<file path="src/rtl/alu_arbiter.sv">
// Round-robin arbiter sharing one external ALU between NREQ requesters, with a
// single-entry response buffer. Optional requester lock under `ALU_ARB_LOCK_EN`.
module alu_arbiter #(
  parameter int unsigned NREQ   = 2,
  parameter int unsigned DATA_W = 64,
  parameter int unsigned SEL_W  = 4,
  localparam int unsigned IDW   = (NREQ > 2) ? $clog2(NREQ) : 1
) (
  input  logic                   clk,
  input  logic                   rst_n,
  input  logic [NREQ-1:0]        req_valid,
  output logic [NREQ-1:0]        req_ready,
`ifdef ALU_ARB_LOCK_EN
  input  logic [NREQ-1:0]        req_lock,
`endif
  input  logic [NREQ*DATA_W-1:0] req_op1,
  input  logic [NREQ*DATA_W-1:0] req_op2,
  input  logic [NREQ*SEL_W-1:0]  req_sel,
  output logic [DATA_W-1:0]      alu_op1,
  output logic [DATA_W-1:0]      alu_op2,
  output logic [SEL_W-1:0]       alu_sel,
  input  logic [DATA_W-1:0]      alu_result,
  input  logic                   alu_zero,
  output logic                   rsp_valid,
  input  logic                   rsp_ready,
  output logic [IDW-1:0]         rsp_id,
  output logic [DATA_W-1:0]      rsp_result,
  output logic                   rsp_zero
);

  localparam logic [1:0] IDLE = 2'd0;
  localparam logic [1:0] EXEC = 2'd1;
  localparam logic [1:0] RESP = 2'd2;

  logic [1:0]        state_q, state_d;
  logic [IDW-1:0]    prio_q;
  logic [IDW-1:0]    id_q;
  logic [DATA_W-1:0] op1_q, op2_q;
  logic [SEL_W-1:0]  sel_q;
  logic              rsp_valid_q, rsp_zero_q;
  logic [IDW-1:0]    rsp_id_q;
  logic [DATA_W-1:0] rsp_result_q;

  logic [NREQ-1:0]   eligible;
  logic              grant_found;
  logic [IDW-1:0]    grant_id;
  logic              can_accept;
  logic              accept;
  logic [DATA_W-1:0] sel_op1, sel_op2;
  logic [SEL_W-1:0]  sel_sel;

`ifdef ALU_ARB_LOCK_EN
  logic            lock_q;
  logic [IDW-1:0]  lock_id_q;
  logic [NREQ-1:0] lock_mask;

  // While locked only the lock holder is eligible; everyone else stalls.
  always_comb begin
    lock_mask = '1;
    if (lock_q) begin
      lock_mask = '0;
      lock_mask[lock_id_q] = 1'b1;
    end
  end

  assign eligible = req_valid & lock_mask;

  always_ff @(posedge clk or negedge rst_n) begin
    if (!rst_n) begin
      lock_q    <= 1'b0;
      lock_id_q <= '0;
    end else if (accept) begin
      lock_q    <= req_lock[grant_id];
      lock_id_q <= grant_id;
    end
  end
`else
  assign eligible = req_valid;
`endif

  // Search starts at prio_q, which holds (last granted + 1) mod NREQ.
  always_comb begin
    int unsigned idx;
    idx         = 0;
    grant_found = 1'b0;
    grant_id    = '0;
    for (int unsigned k = 0; k < NREQ; k++) begin
      idx = (32'(prio_q) + k) % NREQ;
      if (!grant_found && eligible[idx]) begin
        grant_found = 1'b1;
        grant_id    = IDW'(idx);
      end
    end
  end

  always_comb begin
    sel_op1 = '0;
    sel_op2 = '0;
    sel_sel = '0;
    for (int i = 0; i < NREQ; i++) begin
      if (grant_id == IDW'(i)) begin
        sel_op1 = req_op1[i*DATA_W +: DATA_W];
        sel_op2 = req_op2[i*DATA_W +: DATA_W];
        sel_sel = req_sel[i*SEL_W +: SEL_W];
      end
    end
  end

  assign can_accept = (state_q == IDLE) || ((state_q == RESP) && rsp_ready);
  assign accept     = can_accept && grant_found;

  always_comb begin
    req_ready = '0;
    if (accept) req_ready[grant_id] = 1'b1;
  end

  always_comb begin
    state_d = state_q;
    case (state_q)
      IDLE:    if (accept) state_d = EXEC;
      EXEC:    state_d = RESP;
      RESP:    if (rsp_ready) state_d = accept ? EXEC : IDLE;
      default: state_d = IDLE;
    endcase
  end

  always_ff @(posedge clk or negedge rst_n) begin
    if (!rst_n) begin
      state_q      <= IDLE;
      prio_q       <= '0;
      id_q         <= '0;
      op1_q        <= '0;
      op2_q        <= '0;
      sel_q        <= '0;
      rsp_valid_q  <= 1'b0;
      rsp_id_q     <= '0;
      rsp_result_q <= '0;
      rsp_zero_q   <= 1'b0;
    end else begin
      state_q <= state_d;
      if (accept) begin
        op1_q  <= sel_op1;
        op2_q  <= sel_op2;
        sel_q  <= sel_sel;
        id_q   <= grant_id;
        prio_q <= IDW'((32'(grant_id) + 1) % NREQ);
      end
      if (state_q == EXEC) begin
        rsp_valid_q  <= 1'b1;
        rsp_id_q     <= id_q;
        rsp_result_q <= alu_result;
        rsp_zero_q   <= alu_zero;
      end else if ((state_q == RESP) && rsp_ready) begin
        rsp_valid_q <= 1'b0;
      end
    end
  end

  assign alu_op1    = op1_q;
  assign alu_op2    = op2_q;
  assign alu_sel    = sel_q;
  assign rsp_valid  = rsp_valid_q;
  assign rsp_id     = rsp_id_q;
  assign rsp_result = rsp_result_q;
  assign rsp_zero   = rsp_zero_q;

endmodule
</file>
<file path="config.mk">
export PLATFORM = sky130hd
export DESIGN_NAME = alu_arbiter
export DESIGN_NICKNAME = d
export VERILOG_FILES = /design/src/rtl/alu_arbiter.sv
export SDC_FILE = /design/constraint.sdc
export NUM_CORES = 1
export LEC_CHECK = 0
export CAP_MARGIN = 0
export CORE_AREA = 2 2 208 210
export CTS_CLUSTER_DIAMETER = 50
export DETAILED_ROUTE_END_ITERATION = 8
export DIE_AREA = 0 0 210 212
export GPL_ROUTABILITY_DRIVEN = 1
export SLEW_MARGIN = 15
export SYNTH_ARGS = -nofsm -noshare
export SYNTH_HDL_FRONTEND = slang
export SYNTH_SLANG_ARGS = --single-unit
</file>
<file path="constraint.sdc">
create_clock -name clk -period 2.2 [get_ports clk]
set_input_delay 0.44 -clock clk [delete_from_list [all_inputs] [get_ports clk]]
set_output_delay 0.44 -clock clk [all_outputs]
set_load 0.02 [all_outputs]
</file>
==> results.yml, run 1 <==
timing:
  max_clock_freq_mhz: 472.5
  rsz0062_at_grt: "false"
  final.period_utilization_pct: 96.21
  final.min_clock_period_ps: 2117
  worstMarginPinSlew_ps: 821.5
  slew_headroom_pct: 45.23
  hold_ws_ps: 433.7
  skew_ps: 10.11
  timing.final.max_slew_violations: 0
  final.setup.tns_ps: 0
  setup-violations-final: 0
  hold_violations: 0
grt:
  largest_net_degree_at_the_start_of_global_routing: 71
  globalRouteMet2Util_pct: 25.72
  grt.met1_usage_pct: 18.88
  globalRouteMet3Util_pct: 3.530
  grt_residual_overflow: 0
  grt_most_used_layer: "met2"
  global_route_wire_length_before_repair_um: 52420
  total_routing_resource_utilization_after_global_routing_pct: 15.00
  grt_pass1_vias: 8619
  antenna_found_initial: 0
die:
  placementRows: 76
  io_pins: 535
  placeableCoreArea_sq_um: 42510
  die_w_um: 210
  start_util_pct: 20.60
  die_ar_sq_um: 44520
  die_y_um: 212
placed_design:
  place.detailed.hpwl_um: 25290
  placed_cell_area_sq_um: 15000
  place_congestion: 0.7551
  numPortBuffers: 534
  post-place-cells: 1670
synth:
  synth-edff-count: 0
  synth_top_cell_by_area: "sky130_fd_sc_hd__dfrtp_1"
  yosys-top-cells-count: "sky130_fd_sc_hd__dfrtp_1, sky130_fd_sc_hd__a221o_1, sky130_fd_sc_hd__o31a_1"
  library_cell_with_the_highest_instance_count_after_synthesis: "sky130_fd_sc_hd__dfrtp_1"
  yosys_most_used_dff: "sky130_fd_sc_hd__dfrtp_1"
  synth_top_area_share_pct: 58.01
  syn-num-nets: 963
  ys_warn_count: 0
  syn-instance-count: 629
  synth_area_leaders: "sky130_fd_sc_hd__dfrtp_1, sky130_fd_sc_hd__a221o_1, sky130_fd_sc_hd__o31a_1"
  post_synth_instance_area_sq_um: 8757
  post_synth.cell_area_avg_sq_um: 13.92
  synthDistinctLibCells: 17
  postSynth.asyncResetShare_pct: 100.0
  synth.ff_latch_count: 203
  synth_seq_area_share_pct: 58.01
worst_hold_path:
  hold_path.class: "in -> async"
power:
  leakage_power_nw: 6.329
  max-vdd-ir-drop_mv: 0.6508
  power_per_cell_area_nw_per_um2: 1442
setup_path:
  startpoint_type: "flip-flop"
  critical_path.endpoint_type: "primary output"
  critPathMaxFanout: 5
  criticalPathCategory: "reg -> out"
  worst_ep_required_time_ps: 1760
  critPathArrivalTime_ps: 1680
route:
  dr_total_vias: 8261
  drt_first_iter_violations: 443
  drt-total-wl_um: 35420
  final_antenna_net_count: 0
  drt_drc_violations_left: 0
  count_of_tritonroute_iterations_in_the_first_routing_pass: 6
  detail_route.vias_per_cell: 4.781
  wl_per_cell_um: 20.50
layout:
  syn_to_final_growth_pct: 82.64
  diodes: 0
  fillers: 4123
  layoutNonFillerInstCount: 1728
  design_area_sq_um: 15990
  finalNetCount: 1494
  final_layout_size_suffix_gt1_share_pct: 14.21
cts:
  cts.path.max_buffers: 3
  ctsHtreeMaxLevel: 1
  cts_buffers: 28
  clock_sinks: 203
  clock_latency_ps: 540
  cts_tree: "built"
  cts.clk_slew.worst_paths_ps: 60
  clock-root-buffer: "sky130_fd_sc_hd__clkbuf_16"
flow_run:
  max-cap-violations: 0
status:
  status: "finished clean"
## worst paths after layout
check                           startpoint            end  slack (ps)  cells after the start
worst max register to register  state_q[0]    alu_op1[46]         320                      4
min in group clk                      id_q           id_q         500                      1
worst min register to register        id_q           id_q         500                      1
worst max-delay path            state_q[1]   req_ready[1]          80                      4
worst min-delay path                 rst_n  rsp_result[4]         430                      2
max in group asynchronous            rst_n    alu_op1[46]        1070                      3
## critical path, stage by stage (launching register included)
cell and delay, ps:
sky130_fd_sc_hd__dfrtp_1 390, sky130_fd_sc_hd__nor2b_4 160, sky130_fd_sc_hd__nor4b_4 300, sky130_fd_sc_hd__buf_6 170, sky130_fd_sc_hd__buf_12 110
## cell families after synthesis
family          after synthesis  share of synthesized area, %
compound gates              270                         28.98
mux                          66                         8.487
buf+inv                      83                         3.915
flops                       203                         58.01
simple gates                  7                        0.6144
## where the power goes
| group | leakage (nW) | total [mW] | internal [mW] | switching, mW |
|---|---|---|---|---|
| sequential | 2.46 | 6.66 | 5.59 | 1.07 |
| clock | 0.460 | 4.54 | 2.74 | 1.81 |
| combinational | 3.41 | 11.9 | 6.28 | 5.59 |
## timing repair
item | 4_1_cts | 5_1_grt
resized for setup | 2 | 1
hold buffers | 1 | 0
endpoints found under the setup margin | 2 | 1
pin swaps | 1 | 1
hold endpoints to repair | 44 | 0
setup buffers | 5 | 0
## placed cells by master, fill, tap and decap left out, drive strengths merged, types with 3 or more instances in the layout
master,count
a21o,3
a221o,132
buf,47
clkbuf,36
clkdlybuf4s50,530
clkinv,10
dfrtp,203
inv,7
mux2,66
nor2,3
o31a,132
## sequential cells by signal, summed over array words and instances (netlist names)
| register | count |
|---|---|
| alu_op1 | 64 |
| alu_op2 | 64 |
| rsp_result | 64 |
| alu_sel | 4 |
| state_q | 2 |
| id_q | 1 |
| prio_q | 1 |
| rsp_id | 1 |
| rsp_valid | 1 |
| rsp_zero | 1 |
## final cells by class
class                           instances  area, sq um  share of cell area, %
Sequential cell                       203         5084                  31.78
Multi-Input combinational cell        343         3357                  20.99
Clock buffer                           35        768.2                  4.803
Clock inverter                         17        172.7                  1.080
Timing Repair Buffer                  580         5914                  36.98
Tap cell                              546        683.2                  4.271
Inverter                                4        15.01                0.09387
## routing by layer
layer | up-vias | wire, um
met4 | 0 | 794
met5 | - | 0
li1 | 3657 | -
met3 | 48 | 2696
met1 | 4168 | 14610
met2 | 388 | 17320
## per-stage QoR
stage | utilization (%) | setup WS, ps | power, mW
global placement | 35.28 | -66.44 | 18.42
CTS | 37.62 | 6.591 | 23.32
global route | 37.63 | 7.598 | 24.23
floorplan | - | 214.1 | 12.62
detailed placement | 35.28 | -89.82 | 18.56
finish | 37.63 | 83.48 | 23.06
Power figures use the tool's default switching activity.
==> run 2: changes to the inputs <==
--- a/config.mk
+++ b/config.mk
@@ -6,10 +6,11 @@
 export NUM_CORES = 1
 export LEC_CHECK = 0
 export CAP_MARGIN = 0
-export CORE_AREA = 2 2 208 210
+export CORE_AREA = 2 2 211 213
+export CTS_BUF_LIST = sky130_fd_sc_hd__clkbuf_2 sky130_fd_sc_hd__clkbuf_4 sky130_fd_sc_hd__clkbuf_8
 export CTS_CLUSTER_DIAMETER = 50
 export DETAILED_ROUTE_END_ITERATION = 8
-export DIE_AREA = 0 0 210 212
+export DIE_AREA = 0 0 213 215
 export GPL_ROUTABILITY_DRIVEN = 1
 export SLEW_MARGIN = 15
 export SYNTH_ARGS = -nofsm -noshare
==> run 2 against run 1 <==
  * The run now ends with negative setup slack left
  * Sequential power barely moved
  * Utilization fell by 0.67 points
  * Clock skew rose by 24 ps
  * Total power rose by 0.34%
==> results.yml, run 2 (synthesized netlist as in run 1, its figures left out) <==
timing:
  worstMarginPinSlew_ps: 994.1
  worst_slack_ps: -107.8
  skew_ps: 34.49
  final.period_utilization_pct: 104.9
  max_clock_freq_mhz: 433.3
  slew_headroom_pct: 33.72
  timing.final.max_slew_violations: 0
  hold_violations: 0
  setup-violations-final: 2
  rsz0062_at_grt: "true"
  final.min_clock_period_ps: 2308
placed_design:
  post-place-cells: 1712
  post_placement_setup_slack_ps: -400.6
  place_congestion: 0.7828
  numPortBuffers: 534
  place.detailed.hpwl_um: 26000
die:
  io_pins: 535
  die_w_um: 213
  die_y_um: 215
  placementRows: 77
  die_ar_sq_um: 45800
  start_util_pct: 20.07
  placeableCoreArea_sq_um: 43640
cts:
  cts_tree: "built"
  clock-root-buffer: "sky130_fd_sc_hd__clkbuf_8"
  clock_sinks: 203
  cts.path.max_buffers: 3
  ctsHtreeMaxLevel: 2
  cts_buffers: 41
  cts.clk_slew.worst_paths_ps: 60
  clock_latency_ps: 590
setup_path:
  critPathMaxFanout: 4
  critical_path.endpoint_type: "primary output"
  worst_ep_required_time_ps: 1760
  r2r.worst_path.cells: 6
  criticalPathCategory: "reg -> out"
  startpoint_type: "flip-flop"
  critPathArrivalTime_ps: 1870
power:
  power_per_cell_area_nw_per_um2: 1435
  leakage_power_nw: 6.415
  max-vdd-ir-drop_mv: 0.5331
  power_mw: 23.14
grt:
  largest_net_degree_at_the_start_of_global_routing: 80
  grt_residual_overflow: 0
  antenna_found_initial: 0
  global_route_wire_length_before_repair_um: 55980
  total_routing_resource_utilization_after_global_routing_pct: 16.02
  grt_pass1_vias: 8967
route:
  drt_first_iter_violations: 445
  detail_route.vias_per_cell: 4.662
  final_antenna_net_count: 0
  count_of_tritonroute_iterations_in_the_first_routing_pass: 4
  drt-total-wl_um: 38120
  dr_total_vias: 8406
  wl_per_cell_um: 21.14
  drt_drc_violations_left: 0
layout:
  layoutNonFillerInstCount: 1803
  most-common-layout-cells: "sky130_fd_sc_hd__clkdlybuf4s50_1, sky130_fd_sc_hd__dfrtp_1, sky130_fd_sc_hd__o31a_1, sky130_fd_sc_hd__a221o_1, sky130_fd_sc_hd__mux2_2"
  fillers: 4267
  final_layout_size_suffix_gt1_share_pct: 16.60
  final_common_cell: "sky130_fd_sc_hd__clkdlybuf4s50_1"
  diodes: 0
  syn_to_final_growth_pct: 84.21
  finalNetCount: 1513
status:
  status: "finished, violations left"
  failed_checks: "negative setup slack"
worst_hold_path:
  hold_path.class: "in -> async"
flow_run:
  max-cap-violations: 0
run 2: changes by cell type in the layout (fill, tap and decap cells not counted), moves of 3 or more:
cell                        delta
sky130_fd_sc_hd__clkbuf_8     +51
sky130_fd_sc_hd__clkbuf_4     +12
sky130_fd_sc_hd__clkinv_4      -5
sky130_fd_sc_hd__clkbuf_16    -29
sky130_fd_sc_hd__bufbuf_16     +3
sky130_fd_sc_hd__buf_4         +4
sky130_fd_sc_hd__clkbuf_1      -4
run 2: worst max-delay path, cell delays in order (launching register included):
cell and delay, ps:
sky130_fd_sc_hd__dfrtp_4 510, sky130_fd_sc_hd__buf_16 140, sky130_fd_sc_hd__nor4b_4 340, sky130_fd_sc_hd__buf_4 180, sky130_fd_sc_hd__buf_12 100
run 2: area by class of cell:
type	count	area (sq um)	area share, %
repair buffers	586	6028	37.37
flip-flops and latches	203	5084	31.51
multi-input cells	343	3357	20.81
clock buffers	65	819.5	5.080
well taps	592	740.7	4.592
clock inverters	10	87.58	0.5429
inverters	4	15.01	0.09307
run 2: what timing repair did:
action,CTS,global route
pin swaps,1,2
endpoints found under the setup margin,4,2
cloned,3,0
resized for setup,9,2
setup buffers,7,5
hold buffers,1,0
endpoints found under the hold margin,33,0
run 2: metal layers:
metal	share of wire [%]	wire, um	global-route usage [%]
met2	48	18110	26.54
met1	40	15270	19.15
met3	9.7	3699	5.597
met4	2.7	1038	5.571
met5	0	0	0
run 2: path summary, 6_finish.rpt:
kind	end	from	slack (ps)
worst max-delay path	req_ready[1]	state_q[0]	-110
worst min register to register	id_q	id_q	470
worst max register to register	alu_op2[19]	state_q[1]	130
worst min-delay path	alu_op2[17]	rst_n	390
max in group asynchronous	alu_op2[60]	rst_n	1140
min in group clk	rsp_result[40]	alu_result[40]	460
run 2: report_power, final:
part           switching (mW)  internal, mW
Sequential               1.10          5.59
Clock                    1.79          2.50
Combinational            5.73          6.43
Total                    8.62          14.5
run 2: metrics by stage:
| step | area (sq um) | hold slack, ps | setup TNS [ps] | util [%] |
|---|---|---|---|---|
| after global routing | 16130 | 363.0 | -282.5 | 36.96 |
| after CTS | 16090 | 331.9 | -273.5 | 36.86 |
| after floorplan | 8757 | 144.4 | 0 | - |
| after global placement | 15010 | 433.5 | -24100 | 34.40 |
| after detailed placement | 15010 | 433.5 | -26220 | 34.40 |
| final | 16130 | 387.2 | -124.7 | 36.96 |
==> run 3: changes to the inputs <==
--- a/config.mk
+++ b/config.mk
@@ -6,12 +6,16 @@
 export NUM_CORES = 1
 export LEC_CHECK = 0
 export CAP_MARGIN = 0
+export CELL_PAD_IN_SITES_DETAIL_PLACEMENT = 1
+export CELL_PAD_IN_SITES_GLOBAL_PLACEMENT = 2
 export CORE_AREA = 2 2 211 213
 export CTS_BUF_LIST = sky130_fd_sc_hd__clkbuf_2 sky130_fd_sc_hd__clkbuf_4 sky130_fd_sc_hd__clkbuf_8
 export CTS_CLUSTER_DIAMETER = 50
 export DETAILED_ROUTE_END_ITERATION = 8
 export DIE_AREA = 0 0 213 215
 export GPL_ROUTABILITY_DRIVEN = 1
+export MAX_ROUTING_LAYER = met4
+export PLACE_DENSITY_LB_ADDON = 0.1
 export SLEW_MARGIN = 15
 export SYNTH_ARGS = -nofsm -noshare
 export SYNTH_HDL_FRONTEND = slang
==> run 3 against run 2 <==
  * The run now ends clean
  * Clock skew is 18 ps lower
  * First-iteration DRC count shrank 35%
  * Global-route usage up 2.7 points
  * Clock power grew 10%
  * Critical path depth down 1
  * Critical endpoint unchanged
==> results.yml, run 3 (synthesized netlist as in run 1, its figures left out) <==
status:
  status: "finished clean"
placed_design:
  placed_cell_area_sq_um: 15070
  place_congestion: 0.7789
  numPortBuffers: 534
  place.detailed.hpwl_um: 29770
  post_placement_setup_slack_ps: -173.5
  post-place-cells: 1713
setup_path:
  cpPeakStageDelay_ps: 510
  worst-r2r-setup-slack_ps: 470
  critPathMaxFanout: 4
  r2r.worst_path.cells: 4
  cp_num_buf_inv: 2
  rr_endpoint: "alu_op2[16]"
  criticalPathCategory: "reg -> out"
  cp_num_cells: 3
  critical_path.top_delay_family: "flip-flops"
  cp-startpoint: "state_q[0]"
  critical_path.endpoint_type: "primary output"
  critPathArrivalTime_ps: 1750
  worst_setup_path_endpoint: "req_ready[1]"
  startpoint_type: "flip-flop"
  reg_to_reg_critical_path_startpoint: "state_q[0]"
  path_common_cell: "sky130_fd_sc_hd__buf_12"
  worst_ep_required_time_ps: 1760
  critical_path.slowest_cell: "sky130_fd_sc_hd__dfrtp_4"
  crit_chain: "nor4b_4, buf_12, buf_12"
layout:
  design_area_sq_um: 16160
  finalNetCount: 1509
  layoutNonFillerInstCount: 1809
  most-common-layout-cells: "sky130_fd_sc_hd__clkdlybuf4s50_1, sky130_fd_sc_hd__dfrtp_1, sky130_fd_sc_hd__o31a_1, sky130_fd_sc_hd__a221o_1, sky130_fd_sc_hd__mux2_2"
  syn_to_final_growth_pct: 84.53
  fillers: 4685
  final_layout_size_suffix_gt1_share_pct: 16.33
  final_common_cell: "sky130_fd_sc_hd__clkdlybuf4s50_1"
timing:
  rsz0062_at_grt: "true"
  final.min_clock_period_ps: 2191
  final.period_utilization_pct: 99.57
  worstMarginPinSlew_ps: 790.3
  hold_violations: 0
  setup-violations-final: 0
  max_clock_freq_mhz: 456.5
  hold_ws_ps: 288.4
  worst_slack_ps: 9.399
  timing.final.max_slew_violations: 0
  skew_ps: 16.76
  slew_headroom_pct: 47.31
route:
  detail_route.vias_per_cell: 4.584
  count_of_tritonroute_iterations_in_the_first_routing_pass: 4
  drt_first_iter_violations: 289
  drt-total-wl_um: 42320
  dr_total_vias: 8292
  drt_drc_violations_left: 0
  final_antenna_net_count: 0
  wl_per_cell_um: 23.39
cts:
  cts.path.max_buffers: 3
  clock-root-buffer: "sky130_fd_sc_hd__clkbuf_8"
  clock_latency_ps: 590
  cts.clk_slew.worst_paths_ps: 60
  cts_buffers: 45
  clock_sinks: 203
  ctsHtreeMaxLevel: 2
  cts_tree: "built"
grt:
  global_route_wire_length_before_repair_um: 62100
  total_routing_resource_utilization_after_global_routing_pct: 18.71
  antenna_found_initial: 10
  grt_residual_overflow: 0
  grt_pass1_vias: 9513
  largest_net_degree_at_the_start_of_global_routing: 75
die:
  die_ar_sq_um: 45800
  die_y_um: 215
  start_util_pct: 20.07
  die_w_um: 213
  placementRows: 77
  io_pins: 535
  placeableCoreArea_sq_um: 43640
power:
  power_per_cell_area_nw_per_um2: 1454
  max-vdd-ir-drop_mv: 0.4510
  leakage_power_nw: 6.383
  power_mw: 23.49
worst_hold_path:
  hold_path.class: "in -> async"
flow_run:
  max-cap-violations: 0
## run 3: how the worst min path moves through the flow
stage	slack (ps)	depth (start not counted)	endpoint	start
2_1_floorplan	140	0	alu_op1[0]	rst_n
5_1_grt	240	2	rsp_result[25]	rst_n
6_report	290	2	rsp_result[24]	rst_n
4_1_cts	230	2	rsp_result[24]	rst_n
3_5_place_dp	340	1	rsp_result[16]	rst_n
3_3_place_gp	340	1	alu_op1[54]	rst_n
## run 3: per-layer routing
| metal | vias to the layer above | part of all wire [%] | GRT usage (%) |
|---|---|---|---|
| met5 | - | 0 | - |
| met4 | 0 | 3.0 | 7.599 |
| met3 | 69 | 8.8 | 6.883 |
| met2 | 354 | 49 | 30.26 |
| met1 | 4165 | 39 | 20.74 |
| li1 | 3704 | - | - |
## run 3: repair_timing
item                                    4_1_cts  5_1_grt
endpoints found under the hold margin        32        0
buffers inserted                              6        0
hold buffers                                  1        0
pin swaps                                     2        2
resized for setup                             1        1
endpoints found under the setup margin        2        2
## run 3: area by class of cell
| cell class | count | area (sq um) | share of cell area (%) |
|---|---|---|---|
| inverter | 4 | 15.01 | 0.09292 |
| sequential | 203 | 5085 | 31.47 |
| multi-input combinational | 343 | 3357 | 20.77 |
| clock inverter | 8 | 102.6 | 0.6349 |
| tap | 592 | 740.7 | 4.584 |
| timing repair buffer | 578 | 5931 | 36.70 |
| antenna | 11 | 27.53 | 0.1703 |
| clock buffer | 70 | 900.9 | 5.575 |
## run 3: report_power, final
part	leakage, nW	switching, mW	total [mW]	internal [mW]
clock network	0.523	1.89	4.72	2.83
logic	3.40	5.86	12.1	6.28
registers	2.46	1.03	6.62	5.59
total	6.38	8.79	23.5	14.7
## run 3: metrics by stage
stage	util, %	TNS, ps
3_3_place_gp	34.53	-5201
4_1_cts	36.96	-177.0
2_1_floorplan	-	0
6_report	37.03	0
3_5_place_dp	34.53	-6045
5_1_grt	37.02	-185.9
==> patch, RTL diff (config.mk and constraints of run 1) <==
Set the parameter `DATA_W` to 32 (it was 64).
--- a/src/rtl/alu_arbiter.sv
+++ b/src/rtl/alu_arbiter.sv
@@ -3,5 +3,5 @@
 module alu_arbiter #(
   parameter int unsigned NREQ   = 2,
-  parameter int unsigned DATA_W = 64,
+  parameter int unsigned DATA_W = 32,
   parameter int unsigned SEL_W  = 4,
   localparam int unsigned IDW   = (NREQ > 2) ? $clog2(NREQ) : 1
Ports: changed (6 resized); port bits go from 535 to 279. The function was not compared with the original's and may differ.
==> patch against run 1 <==
  * Final area shrank 46%
  * Final cell count shrank 33%
  * Routed wire length shrank 45%
  * Combinational power shrank 46%
  * Area after synthesis shrank 47%
  * Synthesized cell count shrank 47%
  * Global-route usage shrank 6.4 points
  * Hold slack lost 0.41 ns
  * Clock power shrank 61%
  * Worst setup slack lost 0.00050 ns
  * Sequential cell count shrank 96
  * Utilization shrank 17 points
  * Power shrank 49%
  * Largest power group unchanged
==> patch: results (changes against run 1) <==
Layout
  – Comb_multi_in: 183 (-47%)
  – Final cell count without fillers: 1166 (-33%)
  – Area of the multi-input gates: 0.001795 sq mm (-47%)
  – Buffers excl. clock: 309 (-47%)
  – Antenna cells: 1 (+1)
  – Nets@finish: 788 (-47%)

Outcome
  – Outcome: completed

Placed design
  – DP Area: 0.008250 sq mm (-45%)
  – IO Port Bufs: 278 (-48%)

Power
  – Clk pwr share: 15.3% (-4.4 points)
  – Leakage power: 3.320 nW (-48%)
  – Maximum VDD drop: 0.0006302 V (-3.2%)
  – Sw frac: 37.72% (+1.0 points)
  – Final Power: 11.66 mW (-49%)
  – Power Density: 1342 mW/mm^2 (-7.0%)

Clock tree
  – Resize count post-CTS: 11 (+9)
  – Setup Fix Bufs, Post-CTS: 4 (-1)
  – Register clock-pin slew on the reported worst setup and hold paths: 0.09 ns (+0.03 ns)
  – Clk buf depth: 2 (-1)

Global routing
  – First-pass GRT wire length: 28260 um (-46%)
  – Antenna violations before repair: 3 (+3)

Route
  – Vias: 4249 (-49%)
  – Routed wire length on met2: 9265 um (-47%)
  – DRT iter0 DRCs: 206 (-53%)
  – Max Used Layer: met5

Synthesis
  – Count of cell types in the netlist: 19 (+2)
  – Compound-cell area share of the yosys netlist: 28.53% (-0.45 points)
  – Multiplexer share of the synthesized area: 8.173% (-0.31 points)

Worst setup path
  – R2r worst-path depth: 7 (+3)
  – Worst R2R Setup Slack: 0.35 ns (+0.03 ns)
  – CP max FO: 2 (-3)

Timing
  – Clock Skew: 0.01447 ns (+0.004364 ns)
  – Worst slew pin tran: 0.6660 ns (-0.1555 ns)
## patch: cell types whose count changed after synthesis, sizes merged
cell,change
a221o,-64
clkbuf,-29
o31a,-64
buf,-10
dfrtp,-96
mux2,-32
## patch: worst max-delay path, cell delays in order
cell	delay [ns]
clkdlybuf4s50_1	0.55
buf_4	0.16
nor4b_4	0.27
buf_12	0.15
buf_12	0.11
## patch: logic make-up after synthesis
kind of cell,Yosys count
buf+inv,44
compound gates,142
flops,107
mux,34
simple gates,7
## patch: worst max path at each step
stage	start	end	slack, ns	cells past startpoint
finish	req_valid[1]	req_ready[1]	0.08	5
global route	state_q[1]$_DFFE_PN0P_	req_ready[1]	-0.009	5
CTS	state_q[0]$_DFFE_PN0P_	req_ready[1]	0.003	4
detailed placement	req_valid[0]	req_ready[0]	-0.47	5
global placement	req_valid[0]	req_ready[0]	-0.47	5
floorplan	state_q[1]$_DFFE_PN0P_	req_ready[0]	0.32	4
